$ cat src/rtl/kernel_launcher_if.sv
// Host register bus between a controlling master and the kernel launcher.
// The kernel configuration record handed to the block dispatcher is declared here
// so both the launcher and anything driving it share one definition.

typedef struct packed {
    logic [31:0] num_blocks;
    logic [31:0] threads_per_block;
} kernel_config_t;

interface kernel_launcher_if #(
    parameter int unsigned ADDR_W = 3
) ();
    logic              host_we;
    logic              host_re;
    logic [ADDR_W-1:0] host_addr;
    logic [31:0]       host_wdata;
    logic [31:0]       host_rdata;
    logic              host_rvalid;

    modport master (
        output host_we,
        output host_re,
        output host_addr,
        output host_wdata,
        input  host_rdata,
        input  host_rvalid
    );

    modport slave (
        input  host_we,
        input  host_re,
        input  host_addr,
        input  host_wdata,
        output host_rdata,
        output host_rvalid
    );
endinterface

$ cat src/rtl/kernel_launcher.sv
// Kernel launcher: host-visible configuration registers and the launch sequencer
// sitting in front of the block dispatcher. A launch clears the dispatcher for one
// cycle, then holds start until finished (or the watchdog expires), records the run
// length and pulses irq on completion.

module kernel_launcher #(
    parameter int unsigned ADDR_W         = 3,
    parameter int unsigned TIMEOUT_CYCLES = 1000000
) (
    input  logic              clk,
    input  logic              reset,
    kernel_launcher_if.slave  host,
    output kernel_config_t    kernel_config,
    output logic              start,
    output logic              disp_reset,
    input  logic              finished,
    output logic              busy,
    output logic              irq
);

    typedef enum logic [1:0] {
        StIdle,
        StClear,
        StRun,
        StDone
    } state_e;

    localparam logic [ADDR_W-1:0] AddrNumBlocks = ADDR_W'(0);
    localparam logic [ADDR_W-1:0] AddrThreads   = ADDR_W'(1);
    localparam logic [ADDR_W-1:0] AddrCtrl      = ADDR_W'(2);
    localparam logic [ADDR_W-1:0] AddrStatus    = ADDR_W'(3);
    localparam logic [ADDR_W-1:0] AddrCycles    = ADDR_W'(4);
    localparam logic [ADDR_W-1:0] AddrLaunches  = ADDR_W'(5);

    localparam bit          TimeoutEn    = (TIMEOUT_CYCLES != 0);
    localparam logic [31:0] TimeoutLimit = 32'(TIMEOUT_CYCLES);

    state_e         state_q, state_d;
    logic [31:0]    num_blocks_q, num_blocks_d;
    logic [31:0]    threads_q, threads_d;
    logic [31:0]    cycles_q, cycles_d;
    logic [31:0]    launches_q, launches_d;
    logic [31:0]    run_cnt_q, run_cnt_d;
    logic [31:0]    rdata_q, rdata_d;
    kernel_config_t cfg_q, cfg_d;
    logic           done_q, done_d;
    logic           timeout_q, timeout_d;
    logic           cfg_err_q, cfg_err_d;
    logic           clr_q, clr_d;
    logic           start_q, start_d;
    logic           busy_q, busy_d;
    logic           irq_q, irq_d;
    logic           rvalid_q, rvalid_d;

    logic           wr_nb, wr_tpb, launch_req, clear_req, in_flight;
    logic [31:0]    run_cnt_inc, status;

    // Decode host strobes and derive the saturating run count and status word.
    always_comb begin
        wr_nb       = host.host_we && (host.host_addr == AddrNumBlocks);
        wr_tpb      = host.host_we && (host.host_addr == AddrThreads);
        // launch takes priority when both CTRL bits are set
        launch_req  = host.host_we && (host.host_addr == AddrCtrl) && host.host_wdata[0];
        clear_req   = host.host_we && (host.host_addr == AddrCtrl) && host.host_wdata[1]
                      && !host.host_wdata[0];
        in_flight   = (state_q == StClear) || (state_q == StRun);
        run_cnt_inc = (run_cnt_q == '1) ? run_cnt_q : run_cnt_q + 32'd1;
        status      = {28'd0, cfg_err_q, timeout_q, done_q, busy_q};
    end

    // Next-state logic for the sequencer, register file and read port.
    always_comb begin
        state_d      = state_q;
        num_blocks_d = num_blocks_q;
        threads_d    = threads_q;
        cycles_d     = cycles_q;
        launches_d   = launches_q;
        run_cnt_d    = run_cnt_q;
        cfg_d        = cfg_q;
        done_d       = done_q;
        timeout_d    = timeout_q;
        cfg_err_d    = cfg_err_q;
        irq_d        = 1'b0;
        rdata_d      = rdata_q;
        rvalid_d     = host.host_re;

        // Configuration writes only land while no kernel is in flight.
        if (in_flight) begin
            if (wr_nb || wr_tpb || launch_req) begin
                cfg_err_d = 1'b1;
            end
        end else begin
            if (wr_nb) begin
                num_blocks_d = host.host_wdata;
            end
            if (wr_tpb) begin
                threads_d = host.host_wdata;
            end
        end

        unique case (state_q)
            StIdle, StDone: begin
                if (launch_req) begin
                    launches_d = launches_q + 32'd1;
                    timeout_d  = 1'b0;
                    cfg_err_d  = 1'b0;
                    if (num_blocks_q == 32'd0) begin
                        // Empty grid: complete immediately without touching the dispatcher.
                        state_d  = StDone;
                        cycles_d = 32'd0;
                        done_d   = 1'b1;
                        irq_d    = 1'b1;
                    end else begin
                        state_d                 = StClear;
                        cfg_d.num_blocks        = num_blocks_q;
                        cfg_d.threads_per_block = threads_q;
                        done_d                  = 1'b0;
                        run_cnt_d               = 32'd0;
                    end
                end else if (clear_req && (state_q == StDone)) begin
                    state_d = StIdle;
                    done_d  = 1'b0;
                end
            end
            StClear: begin
                state_d = StRun;
            end
            StRun: begin
                run_cnt_d = run_cnt_inc;
                if (finished) begin
                    state_d  = StDone;
                    cycles_d = run_cnt_inc;
                    done_d   = 1'b1;
                    irq_d    = 1'b1;
                end else if (TimeoutEn && (run_cnt_inc == TimeoutLimit)) begin
                    state_d   = StDone;
                    cycles_d  = run_cnt_inc;
                    done_d    = 1'b1;
                    timeout_d = 1'b1;
                    irq_d     = 1'b1;
                end
            end
            default: begin
                state_d = StIdle;
            end
        endcase

        clr_d   = (state_d == StClear);
        start_d = (state_d == StRun);
        busy_d  = clr_d || start_d;

        // Read mux samples current register values, so a same-cycle write reads old data.
        if (host.host_re) begin
            case (host.host_addr)
                AddrNumBlocks: rdata_d = num_blocks_q;
                AddrThreads:   rdata_d = threads_q;
                AddrStatus:    rdata_d = status;
                AddrCycles:    rdata_d = cycles_q;
                AddrLaunches:  rdata_d = launches_q;
                default:       rdata_d = 32'd0;
            endcase
        end
    end

    // State and registered outputs; reset holds the dispatcher cleared.
    always_ff @(posedge clk or negedge reset) begin
        if (!reset) begin
            state_q      <= StIdle;
            num_blocks_q <= 32'd0;
            threads_q    <= 32'd0;
            cycles_q     <= 32'd0;
            launches_q   <= 32'd0;
            run_cnt_q    <= 32'd0;
            cfg_q        <= '0;
            done_q       <= 1'b0;
            timeout_q    <= 1'b0;
            cfg_err_q    <= 1'b0;
            clr_q        <= 1'b0;
            start_q      <= 1'b0;
            busy_q       <= 1'b0;
            irq_q        <= 1'b0;
            rdata_q      <= 32'd0;
            rvalid_q     <= 1'b0;
        end else begin
            state_q      <= state_d;
            num_blocks_q <= num_blocks_d;
            threads_q    <= threads_d;
            cycles_q     <= cycles_d;
            launches_q   <= launches_d;
            run_cnt_q    <= run_cnt_d;
            cfg_q        <= cfg_d;
            done_q       <= done_d;
            timeout_q    <= timeout_d;
            cfg_err_q    <= cfg_err_d;
            clr_q        <= clr_d;
            start_q      <= start_d;
            busy_q       <= busy_d;
            irq_q        <= irq_d;
            rdata_q      <= rdata_d;
            rvalid_q     <= rvalid_d;
        end
    end

    // Output drive; disp_reset is low during system reset and the single CLEAR cycle.
    always_comb begin
        kernel_config    = cfg_q;
        start            = start_q;
        busy             = busy_q;
        irq              = irq_q;
        disp_reset       = reset & ~clr_q;
        host.host_rdata  = rdata_q;
        host.host_rvalid = rvalid_q;
    end

endmodule
$ cat src/flat_wrapper.sv
// flat-port wrapper written by rule: the top's interface ports become plain ports
module kernel_launcher_flat 
#(
    parameter int unsigned ADDR_W         = 3,
    parameter int unsigned TIMEOUT_CYCLES = 1000000
)
  (clk, reset, kernel_config, start, disp_reset, finished, busy, irq, host_host_we, host_host_re, host_host_addr, host_host_wdata, host_host_rdata, host_host_rvalid);
  kernel_launcher_if #(.ADDR_W(ADDR_W)) host_i ();
  input  logic clk;
  input  logic reset;
  output kernel_config_t kernel_config;
  output logic start;
  output logic disp_reset;
  input  logic finished;
  output logic busy;
  output logic irq;
  input wire logic [$bits(host_i.host_we)-1:0] host_host_we;
  input wire logic [$bits(host_i.host_re)-1:0] host_host_re;
  input wire logic [$bits(host_i.host_addr)-1:0] host_host_addr;
  input wire logic [$bits(host_i.host_wdata)-1:0] host_host_wdata;
  output wire logic [$bits(host_i.host_rdata)-1:0] host_host_rdata;
  output wire logic [$bits(host_i.host_rvalid)-1:0] host_host_rvalid;
  assign host_i.host_we = host_host_we;
  assign host_i.host_re = host_host_re;
  assign host_i.host_addr = host_host_addr;
  assign host_i.host_wdata = host_host_wdata;
  assign host_host_rdata = host_i.host_rdata;
  assign host_host_rvalid = host_i.host_rvalid;
  kernel_launcher #(.ADDR_W(ADDR_W), .TIMEOUT_CYCLES(TIMEOUT_CYCLES)) u_core (.clk(clk), .reset(reset), .host(host_i), .kernel_config(kernel_config), .start(start), .disp_reset(disp_reset), .finished(finished), .busy(busy), .irq(irq));
endmodule
$ cat config.mk
export PLATFORM = sky130hd
export DESIGN_NAME = kernel_launcher_flat
export DESIGN_NICKNAME = d
export VERILOG_FILES = /design/src/rtl/kernel_launcher_if.sv /design/src/rtl/kernel_launcher.sv /design/src/flat_wrapper.sv
export SDC_FILE = /design/constraint.sdc
export NUM_CORES = 1
export LEC_CHECK = 0
export CAP_MARGIN = 5
export CORE_ASPECT_RATIO = 0.5
export CORE_MARGIN = 10
export CORE_UTILIZATION = 48
export DETAILED_ROUTE_END_ITERATION = 16
export GPL_TIMING_DRIVEN = 0
export PLACE_DENSITY_LB_ADDON = 0.05
export SLEW_MARGIN = 30
export SYNTH_ARGS = -nofsm -noshare
export SYNTH_HDL_FRONTEND = slang
export SYNTH_SLANG_ARGS = --single-unit
$ cat constraint.sdc
create_clock -name clk -period 3.15 [get_ports clk]
set_input_delay 0.63 -clock clk [delete_from_list [all_inputs] [get_ports clk]]
set_output_delay 0.63 -clock clk [all_outputs]
set_load 0.05 [all_outputs]
==> key figures <==
Clock network
  • Num CTS Buffers: 25
  • Sink Count: 266
  • Htree depth: 1
  • Root buffer cell: clkbuf_16
  • TritonCTS clock tree: done
  • Worst skew pair latency: 0.56 ns
  • Max Root-Sink Buffers: 3
  • Clock-pin slew on the worst setup and hold paths: 0.07 ns

Yosys
  • Post-synth EDFFs: 0
  • Yosys Warn Count: 0
  • Top_reg_cell synth: dfrtp_1
  • Synth Cell Area: 0.01223 sq mm
  • Synthesized area per cell: 11.76 sq um
  • Synth top area cells: dfrtp_1 (54%), mux2_2 (12%), xnor2_1 (3.0%)
  • Sequential area share after synthesis: 54.41%
  • Synth Instances: 1040
  • Post-synthesis cell type count: 63
  • Synthesized Nets: 1086
  • Yosys top cell area share: 54.41%
  • Fraction of registers with async set/reset: 100.0%
  • Yosys top cell by area: dfrtp_1
  • Synth cell count leaders: dfrtp_1 (266), mux2_2 (133), nand2_1 (58)
  • FF+latch count, synth: 266
  • Most common cell in the netlist: dfrtp_1

Placement
  • Buffers on Ports: 140
  • Placed instance area: 0.01419 sq mm
  • Gpl congestion: 0.8868
  • Placed wire-length estimate: 28.15 mm

STA
  • Clock Skews: 0.01849 ns
  • Hold Violations, Final: 0
  • Worst Slack Setup Final: -0.1354 ns
  • Final Cycle Share: 104.3%
  • Sum Neg Setup Slack: -3.452 ns
  • RSZ-0062 raised after global routing: true
  • Setup-failing EPs final: 33
  • Final min period: 3.285 ns
  • Worst-Margin Slew: 0.8451 ns
  • Peak Freq: 0.3044 GHz
  • Slew Viols, Final: 0
  • Max-slew headroom: 43.45%

Global routing
  • Gr ovfl total: 0
  • Largest net degree at the start of global routing: 89
  • Overall routing resource usage: 24.45%
  • Antenna violations before repair: 0
  • Vias in the first global route: 10010
  • First-pass GRT wire length: 61.67 mm

Flow run
  • Maxcap violations: 0

Hold path
  • Worst Hold Class: register to register

Cells and area
  • N_diodes: 0
  • Area delta synth->final: 34.53%
  • Nets@finish: 1321
  • Share of layout cells above drive strength 1: 30.22%
  • Final Cell Area: 0.01646 sq mm
  • FILL cells: 1935
  • Fin util: 65.48%

Detailed routing
  • DR vias: 9778
  • Routed WL: 40.77 mm
  • Wire length per cell: 24.89 um
  • Via density: 5.969
  • DRC: 0
  • TritonRoute pass-1 iters: 5
  • DRT iter0 DRCs: 791
  • Number of routed nets with antenna violations: 0

Outcome
  • Status: complete, but fails checks
  • Violated checks: negative setup slack

Setup path
  • CP delay by family, top: simple AND/OR/NAND/NOR gates
  • Buf+Inv Stages, Crit Path: 5
  • Arrival time of the worst setup path: 3.70 ns
  • Slowest-stage cell, CP: nor4_4
  • Startpoint types: register
  • CP endpoint kind: register
  • Worst endpoint required time: 3.56 ns
  • Critical path class: register to register
  • CP max stage delay: 0.41 ns
  • Worst-path fanout max: 8
  • Cells along the critical path: nand4_1 > buf_6 > buf_4 > nor4_4 > buf_6 > a21oi_2 > xnor2_2 > nand4_1 > nor4_4 > a31o_4 > o21ai_4 > buf_12 > buf_8 > o2bb2ai_2

Floorplanning
  • Rows: 41
  • Core area: 0.02514 sq mm
  • Num ports: 141
  • Die height: 132.9 um
  • Die area: 0.03266 sq mm
  • Die outline width: 245.8 um
  • Initial Utilization: 48.67%

Pwr
  • Power per cell area: 860.5 mW/mm^2
  • Clock power frac: 25.7%
  • Max VDD drop: 647.9 uV
  • Leakage: 0.007036 uW
  • Int Pwr: 8599 uW
  • Sw power: 5563 uW
  • Sw Ratio: 39.28%
  • Sequential power share: 36.6%
  • Gate power share: 37.7%
[area by class of cell]
type / count / area [sq um] / share of cell area, %
plain buffers: 65 / 404.1 / 2.456
clock buffers: 30 / 684.4 / 4.158
clock inverters: 16 / 301.5 / 1.832
inverters: 44 / 165.2 / 1.003
multi-input cells: 661 / 5756 / 34.97
flip-flops and latches: 266 / 6669 / 40.52
well taps: 344 / 430.4 / 2.615
repair buffers: 212 / 2048 / 12.44
[flip-flops by register name, indices dropped and copies added, names as in the netlist]
name and cells:
u_core.num_blocks_q 32, u_core.host.host_rvalid 1, u_core.kernel_config 64, u_core.clr_q 1, u_core.host.host_rdata 32, u_core.timeout_q 1, u_core.state_q 2, u_core.run_cnt_q 32
u_core.busy 1, u_core.threads_q 32, u_core.start 1, u_core.done_q 1, u_core.cycles_q 32, u_core.irq 1, u_core.launches_q 32, u_core.cfg_err_q 1
[worst reg2reg max path, stage by stage, from the launching register on]
cell and delay, ns:
dfrtp_1 0.39, nand4_1 0.18, buf_6 0.17, buf_4 0.14
nor4_4 0.25, buf_6 0.21, a21oi_2 0.09, xnor2_2 0.28
nand4_1 0.25, nor4_4 0.41, a31o_4 0.29, o21ai_4 0.08
buf_12 0.17, buf_8 0.14, o2bb2ai_2 0.12
[logic make-up (layout without fill, tap and decap cells)]
family / after synthesis / count (layout) / synth area share, %
DFF: 266 / 266 / 54.41
muxes: 135 / 135 / 12.41
xor gates and xnor gates: 63 / 63 / 4.510
AOI/OAI and AO/OA: 235 / 235 / 14.23
and+or+nand+nor: 222 / 222 / 9.818
buffers and inverters: 113 / 367 / 4.019
adders and majority gates: 6 / 6 / 0.6136
[layout by cell type, fill, tap and decap left out, types with 5 or more instances in the layout]
cell type,n
dfrtp_1,256
clkdlybuf4s50_1,138
mux2_2,133
buf_4,60
nand2_1,56
inv_1,44
nor2_1,35
xnor2_1,34
clkbuf_1,32
o21ai_0,32
o22ai_1,32
a221oi_1,29
o2bb2ai_2,29
a22o_1,28
nand3_1,25
clkbuf_16,25
nand4_1,18
xor2_1,18
o31ai_1,17
buf_6,16
and3_1,15
a21oi_1,15
clkbuf_2,12
dfrtp_2,10
nor4_1,9
xnor2_2,8
a22oi_1,8
bufinv_16,8
and4_1,7
a21oi_2,7
and4_4,6
buf_8,6
nor3_1,5
and2_1,5
ha_1,5
clkinv_2,5
[per-stage QoR]
stage	worst slack (ns)	hold WS [ns]	power, uW	cells
after floorplan	0.05356	0.3344	8220	1040
after global placement	-9.994	0.4790	10140	1524
after detailed placement	-1.132	0.4715	10240	1529
after CTS	-0.04918	0.4881	14150	1617
after global routing	-0.1782	0.5074	14730	1638
final	-0.1354	0.4856	14160	1638
[path summary, 6_finish.rpt]
path / startpoint / endpoint / slack [ns] / depth (start not counted)
min in group asynchronous: reset / u_core.run_cnt_q[27] / 0.53 / 2
max reg2reg: u_core.run_cnt_q[19] / u_core.cycles_q[22] / -0.14 / 14
max in group asynchronous: reset / u_core.kernel_config[43] / 1.50 / 4
min: u_core.launches_q[3] / u_core.launches_q[3] / 0.49 / 1
max: u_core.run_cnt_q[19] / u_core.cycles_q[22] / -0.14 / 14
min reg2reg: u_core.launches_q[3] / u_core.launches_q[3] / 0.49 / 1
[power groups by stage]
stage | logic (uW) | registers (uW) | clock network, uW
2_1_floorplan | 1670 | 6550 | 0
6_report | 5330 | 5190 | 3640
3_5_place_dp | 5000 | 5230 | 0
3_3_place_gp | 4930 | 5210 | 0
5_1_grt | 5600 | 5310 | 3820
4_1_cts | 5270 | 5190 | 3690
[metal layers]
layer	wire (um)	global-route usage, %
met1	18080	34.22
met2	18550	37.83
met3	2781	4.379
met4	1352	7.603
met5	0	0
[repair_timing]
item / CTS / global route
pin swaps: 58 / 24
endpoints found under the setup margin: 155 / 124
hold endpoints to repair: 29 / 0
resized for setup: 133 / 46
setup buffers: 37 / 22
hold buffers: 1 / 0
gates cloned: 7 / 0
Note: power is estimated with default switching activity, not from simulation.
